<file path="src/rtl/uart_pkg.sv">
// Types and helpers shared by the UART receive and transmit blocks.
package uart_pkg;

    typedef enum logic [2:0] {
        ST_IDLE       = 3'd0,
        ST_START      = 3'd1,
        ST_DATA       = 3'd2,
        ST_PARITY     = 3'd3,
        ST_STOP       = 3'd4,
        ST_BREAK_WAIT = 3'd5
    } rx_state_t;

    localparam logic EVEN_PAR      = 1'b0;
    localparam logic ODD_PAR       = 1'b1;
    localparam int   MAX_DATA_BITS = 9;

    // Parity bit a transmitter would send for this word; unused upper bits
    // are zero and do not affect the result.
    function automatic logic calc_parity(input logic [MAX_DATA_BITS-1:0] data,
                                         input logic eo);
        return (^data) ^ eo;
    endfunction

endpackage

</file>
<file path="src/rtl/uart_rx_sync.sv">
// Metastability synchroniser plus 3-sample majority filter for a serial line;
// the filtered output idles high out of reset.
module uart_rx_sync (
    input  logic clk_i,
    input  logic rst_i,
    input  logic rxd_i,
    output logic rxd_f_o
);

    logic r_sync1;
    logic r_sync2;
    logic r_hist0;
    logic r_hist1;
    logic r_rxd_f;

    // NOTE: every register here uses <= so each stage sees the previous
    // stage's value from before the edge, forming a true shift chain.
    always_ff @(posedge clk_i) begin
        if (rst_i) begin
            r_sync1 <= 1'b1;
            r_sync2 <= 1'b1;
            r_hist0 <= 1'b1;
            r_hist1 <= 1'b1;
            r_rxd_f <= 1'b1;
        end else begin
            r_sync1 <= rxd_i;
            r_sync2 <= r_sync1;
            r_hist0 <= r_sync2;
            r_hist1 <= r_hist0;
            r_rxd_f <= (r_sync2 & r_hist0) | (r_sync2 & r_hist1) | (r_hist0 & r_hist1);
        end
    end

    assign rxd_f_o = r_rxd_f;

endmodule

</file>
<file path="src/rtl/uart_rx_flex.sv">
// Parametrised UART receiver: oversampled framing FSM, parity/framing/break
// detection and a valid/ready holding register with overrun reporting.
module uart_rx_flex #(
    parameter int OVERSAMPLE_RATE = 16,
    parameter int DATA_BITS       = 8,
    parameter int PARITY_ON       = 1,
    parameter int PARITY_EO       = 1,
    parameter int STOP_BITS       = 1
) (
    input  logic                 clk_i,
    input  logic                 rst_i,
    input  logic                 tick_i,
    input  logic                 rxd_i,
    output logic [DATA_BITS-1:0] rx_data_o,
    output logic                 rx_valid_o,
    input  logic                 rx_ready_i,
    output logic                 parity_err_o,
    output logic                 frame_err_o,
    output logic                 break_o,
    output logic                 overrun_o,
    output logic [2:0]           fsm_state_o
);

    import uart_pkg::*;

    localparam int TICK_W = $clog2(OVERSAMPLE_RATE);
    localparam int BIT_W  = $clog2(DATA_BITS + 1);

    localparam logic [TICK_W-1:0] TICK_LAST = TICK_W'(OVERSAMPLE_RATE - 1);
    localparam logic [TICK_W-1:0] HALF_LAST = TICK_W'(OVERSAMPLE_RATE / 2 - 1);
    localparam logic [BIT_W-1:0]  DATA_LAST = BIT_W'(DATA_BITS - 1);
    localparam logic [BIT_W-1:0]  STOP_LAST = BIT_W'(STOP_BITS - 1);
    localparam logic              PAR_EO    = (PARITY_EO != 0) ? ODD_PAR : EVEN_PAR;

    rx_state_t            r_state;
    logic [TICK_W-1:0]    r_tick_cnt;
    logic [BIT_W-1:0]     r_bit_cnt;
    logic [DATA_BITS-1:0] r_shift;
    logic                 r_par_bit;
    logic                 r_stop_err;
    logic                 r_stop0;
    logic                 r_done;
    logic                 r_done_perr;
    logic                 r_done_ferr;
    logic                 r_done_brk;

    logic [DATA_BITS-1:0] r_rx_data;
    logic                 r_rx_valid;
    logic                 r_parity_err;
    logic                 r_frame_err;
    logic                 r_break;
    logic                 r_overrun;

    logic w_rxd_f;
    logic w_bit_end;
    logic w_first_stop;
    logic w_is_break;
    logic w_par_err;
    logic w_frame_err;

    uart_rx_sync u_sync (
        .clk_i   (clk_i),
        .rst_i   (rst_i),
        .rxd_i   (rxd_i),
        .rxd_f_o (w_rxd_f)
    );

    // Mid-bit sample point: the tick counter is about to wrap.
    assign w_bit_end    = (r_tick_cnt == TICK_LAST);
    assign w_first_stop = (r_bit_cnt == '0) ? w_rxd_f : r_stop0;
    assign w_is_break   = (r_shift == '0) && ((PARITY_ON == 0) || !r_par_bit) && !w_first_stop;
    assign w_par_err    = (PARITY_ON != 0) &&
                          (calc_parity(MAX_DATA_BITS'(r_shift), PAR_EO) != r_par_bit);
    assign w_frame_err  = r_stop_err | ~w_rxd_f;

    always_ff @(posedge clk_i) begin
        if (rst_i) begin
            r_state     <= ST_IDLE;
            r_tick_cnt  <= '0;
            r_bit_cnt   <= '0;
            r_shift     <= '0;
            r_par_bit   <= 1'b0;
            r_stop_err  <= 1'b0;
            r_stop0     <= 1'b0;
            r_done      <= 1'b0;
            r_done_perr <= 1'b0;
            r_done_ferr <= 1'b0;
            r_done_brk  <= 1'b0;
        end else begin
            r_done <= 1'b0;
            if (tick_i) begin
                case (r_state)
                    ST_IDLE: begin
                        if (!w_rxd_f) begin
                            r_state    <= ST_START;
                            r_tick_cnt <= '0;
                        end
                    end
                    ST_START: begin
                        if (r_tick_cnt == HALF_LAST) begin
                            r_tick_cnt <= '0;
                            r_bit_cnt  <= '0;
                            r_par_bit  <= 1'b0;
                            r_stop_err <= 1'b0;
                            r_state    <= w_rxd_f ? ST_IDLE : ST_DATA;
                        end else begin
                            r_tick_cnt <= r_tick_cnt + 1'b1;
                        end
                    end
                    ST_DATA: begin
                        r_tick_cnt <= r_tick_cnt + 1'b1;
                        if (w_bit_end) begin
                            r_shift <= {w_rxd_f, r_shift[DATA_BITS-1:1]};
                            if (r_bit_cnt == DATA_LAST) begin
                                r_bit_cnt <= '0;
                                r_state   <= (PARITY_ON != 0) ? ST_PARITY : ST_STOP;
                            end else begin
                                r_bit_cnt <= r_bit_cnt + 1'b1;
                            end
                        end
                    end
                    ST_PARITY: begin
                        r_tick_cnt <= r_tick_cnt + 1'b1;
                        if (w_bit_end) begin
                            r_par_bit <= w_rxd_f;
                            r_state   <= ST_STOP;
                        end
                    end
                    ST_STOP: begin
                        r_tick_cnt <= r_tick_cnt + 1'b1;
                        if (w_bit_end) begin
                            if (r_bit_cnt == '0) r_stop0 <= w_rxd_f;
                            if (!w_rxd_f) r_stop_err <= 1'b1;
                            // Leave at mid-bit so the next start edge is seen in time.
                            if (r_bit_cnt == STOP_LAST) begin
                                r_done      <= 1'b1;
                                r_done_perr <= w_par_err;
                                r_done_ferr <= w_frame_err;
                                r_done_brk  <= w_is_break;
                                r_state     <= w_is_break ? ST_BREAK_WAIT : ST_IDLE;
                                r_tick_cnt  <= '0;
                                r_bit_cnt   <= '0;
                                r_stop_err  <= 1'b0;
                            end else begin
                                r_bit_cnt <= r_bit_cnt + 1'b1;
                            end
                        end
                    end
                    ST_BREAK_WAIT: begin
                        if (w_rxd_f) r_state <= ST_IDLE;
                    end
                    default: begin
                        r_state    <= ST_IDLE;
                        r_tick_cnt <= '0;
                        r_bit_cnt  <= '0;
                    end
                endcase
            end
        end
    end

    // Holding register: a completed frame loads if the slot is free or being
    // drained this cycle, otherwise it is dropped and flagged.
    always_ff @(posedge clk_i) begin
        if (rst_i) begin
            r_rx_data    <= '0;
            r_rx_valid   <= 1'b0;
            r_parity_err <= 1'b0;
            r_frame_err  <= 1'b0;
            r_break      <= 1'b0;
            r_overrun    <= 1'b0;
        end else begin
            r_overrun <= 1'b0;
            if (r_done) begin
                if (!r_rx_valid || rx_ready_i) begin
                    r_rx_data    <= r_shift;
                    r_parity_err <= r_done_perr;
                    r_frame_err  <= r_done_ferr;
                    r_break      <= r_done_brk;
                    r_rx_valid   <= 1'b1;
                end else begin
                    r_overrun <= 1'b1;
                end
            end else if (r_rx_valid && rx_ready_i) begin
                r_rx_valid <= 1'b0;
            end
        end
    end

    assign rx_data_o    = r_rx_data;
    assign rx_valid_o   = r_rx_valid;
    assign parity_err_o = r_parity_err;
    assign frame_err_o  = r_frame_err;
    assign break_o      = r_break;
    assign overrun_o    = r_overrun;
    assign fsm_state_o  = r_state;

endmodule

</file>
<file path="config.mk">
export PLATFORM = sky130hd
export DESIGN_NAME = uart_rx_flex
export DESIGN_NICKNAME = d
export VERILOG_FILES = /design/src/rtl/uart_pkg.sv /design/src/rtl/uart_rx_sync.sv /design/src/rtl/uart_rx_flex.sv
export SDC_FILE = /design/constraint.sdc
export NUM_CORES = 1
export LEC_CHECK = 0
export ABC_AREA = 1
export BUFFER_PORTS_ARGS = -buffer_cell sky130_fd_sc_hd__buf_2
export CAP_MARGIN = 0
export CORE_MARGIN = 2
export CORE_UTILIZATION = 55
export DETAILED_ROUTE_END_ITERATION = 10
export GPL_TIMING_DRIVEN = 0
export PLACE_DENSITY_LB_ADDON = 0.1
export RECOVER_POWER = 100
export SLEW_MARGIN = 10
export SYNTH_ARGS = -nofsm -noshare
export SYNTH_HDL_FRONTEND = slang
export SYNTH_SLANG_ARGS = --single-unit
export TNS_END_PERCENT = 10
</file>
<file path="constraint.sdc">
create_clock -name clk_i -period 4.86 [get_ports clk_i]
set_clock_uncertainty 0.1 [all_clocks]
set_input_delay 0.243 -clock clk_i [delete_from_list [all_inputs] [get_ports clk_i]]
set_output_delay 0.243 -clock clk_i [all_outputs]
set_load 0.01 [all_outputs]
</file>
==> impl_metrics.env <==
export IMPL_slew_headroom=0.593
export IMPL_synth_ff_latch_count=44
export IMPL_multi_input_area_um2=1070
export IMPL_ir_drop_v=0.000220
export IMPL_avgViaCountPerCell=5.22
export IMPL_synthDistinctLibCells=30
export IMPL_cts_made_buffers=5
export IMPL_grt_max_degree=13
export IMPL_port_buffer_count=20
export IMPL_antenna_diode_count=0
export IMPL_setup_tns_final_ps=0
export IMPL_rsz0062_at_grt="no"
export IMPL_cts_sinks=44
export IMPL_drive_above_1_share=0.135
export IMPL_clock_latency_ps=300
export IMPL_rows=22
export IMPL_synth_seq_area_share=0.403
export IMPL_fin_cells=352
export IMPL_vias=1839
export IMPL_worstMarginPinSlew_ps=611
export IMPL_grt_pass1_wl_um=7450
export IMPL_num_io_pins=21
export IMPL_min_period_ps=2280
export IMPL_grt_pass1_vias=1629
export IMPL_yosysWarnings=0
export IMPL_drt_pre_antenna_iters=4
export IMPL_end_kind="register"
export IMPL_crit_top_cell="nor2_1"
export IMPL_hold_viol=0
export IMPL_grt_overflow=0
export IMPL_area_delta_synth_final_pct=7.72
export IMPL_core_area_um2=3740
export IMPL_synthDominantCellAreaShare=0.403
export IMPL_cts_root_buf="clkbuf_8"
export IMPL_drt_iter0_drc=83
export IMPL_cp_start_kind="register"
export IMPL_dp_cells=346
export IMPL_finalSetupViolCount=0
export IMPL_grt_usage=0.225
export IMPL_cts_hold_buf=0
export IMPL_h_tree_depth=2
export IMPL_crit_arrival_ps=2390
export IMPL_cts_tree="done"
export IMPL_power_leakage_nw=0.927
export IMPL_postRouteAntennaNets=0
export IMPL_antenna_found_initial=0
export IMPL_r2r_slack_ps=2580
export IMPL_netlist_top_cell_by_area="dfxtp_1"
export IMPL_nets=317
export IMPL_place_congestion=0.849
export IMPL_post_route_period_util=0.470
export IMPL_netlist_area_um2=2190
export IMPL_die_w_um=67.1
export IMPL_path_max_fanout=10
export IMPL_num_fill_cells=366
export IMPL_final_cell_mix="dfxtp_1, nand2_1, inv_1"
export IMPL_cp_cell_sequence="ha_1, nand2_1, nor2_1, nand2_1, nor2_1, clkbuf_1, nor2_1, a211oi_1"
export IMPL_dieArea_um2=4500
export IMPL_cap_violations=0
export IMPL_crit_type="register to register"
export IMPL_cp_required_ps=4960
export IMPL_clockBufferDepth=2
export IMPL_hpwlAfterDp_um=3300
export IMPL_seqCellArea_um2=881
export IMPL_remaining_drc_errors=0
export IMPL_postSynthAreaPerCell_um2=7.87
export IMPL_clk_transition_reported_paths_ps=80
export IMPL_hold_path_class="primary input to register"
export IMPL_drv_slew=0
export IMPL_max_freq_ghz=0.438
export IMPL_syn_nets=290
export IMPL_wire_per_inst_um=12.6
export IMPL_cp_slowest_cell="clkbuf_1"
export IMPL_yosys_top_cells_area="dfxtp_1, a21oi_1, o21ai_0, nand2_1, inv_1"
export IMPL_slowest_delay_ps=370
export IMPL_initial_utilization=0.584
export IMPL_layout_commonest_cell="dfxtp_1"
export IMPL_synthCells=278
export IMPL_power_density_nw_per_um2=273
export IMPL_status="finished clean"
export IMPL_die_h_um=67.1
export IMPL_wirelength_um=4450
export IMPL_post_cts_buffers=0
export IMPL_postCtsResizedCells=0
cells in the mapped netlist (all sizes together):
library cell	instances
nand2	45
dfxtp	44
inv	36
a21oi	34
nor2	32
o21ai	31
nand3	20
ha	7
clkbuf	6
nor3	5
nand4	4
or2	4
a211oi	3
xnor2	3
xor2	2
a21o	1
buf	1
final timing paths:
path                  startpoint        endpoint  cells past startpoint
hold / removal             rxd_i  u_sync.r_sync1                      2
setup / recovery   r_tick_cnt[1]      r_shift[7]                      8
hold reg to reg   u_sync.r_sync1  u_sync.r_sync2                      1
setup reg to reg   r_tick_cnt[1]      r_shift[7]                      8
cells by family after synthesis:
logic type	share of synthesized area
compound gates	0.175
xor+xnor	0.0200
fa+ha+maj	0.0400
buf+inv	0.0789
flops	0.403
simple gates	0.283
stage by stage:
stage	hold WS, ps	instance area (µm²)	total power, mW	util	setup WS, ps
after floorplan	247	2190	0.382	-	3330
after global routing	23.5	2360	0.671	0.629	2290
after CTS	30.4	2450	0.652	0.653	3100
after detailed placement	314	2350	0.389	0.627	3130
final	33.3	2360	0.643	0.629	2580
after global placement	294	2350	0.388	0.627	3170
worst max-delay path, delay by kind of cell (launching register included):
kind | cells | cell delay (ps)
AOI/OAI and AO/OA | 1 | 190
buffers and inverters | 1 | 370
and+or+nand+nor | 5 | 1000
DFF | 1 | 360
adders and majority gates | 1 | 180
state kept, by name, indices dropped and copies added (netlist names):
name            cells
u_sync.r_sync1      1
overrun_o           1
r_done              1
r_done_perr         1
u_sync.rxd_f_o      1
fsm_state_o         3
r_tick_cnt          4
break_o             1
r_par_bit           1
u_sync.r_hist1      1
r_done_brk          1
parity_err_o        1
u_sync.r_hist0      1
rx_valid_o          1
r_bit_cnt           4
u_sync.r_sync2      1
r_stop_err          1
r_done_ferr         1
r_stop0             1
frame_err_o         1
rx_data_o           8
r_shift             8
where the power goes:
| group | switching (mW) | total (mW) | leakage [nW] | internal, mW |
|---|---|---|---|---|
| logic | 0.0119 | 0.0170 | 0.522 | 0.00510 |
| registers | 0.000843 | 0.362 | 0.355 | 0.362 |
| clock network | 0.116 | 0.263 | 0.0501 | 0.147 |
cell type report:
class | count | area share
flip-flops and latches | 44 | 0.374
well taps | 48 | 0.0255
multi-input cells | 191 | 0.455
inverters | 36 | 0.0584
clock buffers | 5 | 0.0292
clock inverters | 1 | 0.0127
plain buffers | 7 | 0.0117
repair buffers | 20 | 0.0335
layer usage:
| metal | share of wire | vias to the layer above | GRT usage |
|---|---|---|---|
| li1 | - | 959 | - |
| met1 | 0.51 | 839 | 0.319 |
| met2 | 0.43 | 34 | 0.325 |
| met3 | 0.041 | 7 | 0.0507 |
| met4 | 0.016 | 0 | 0.0918 |
| met5 | 0 | - | 0 |
Power figures use the tool's default switching activity.
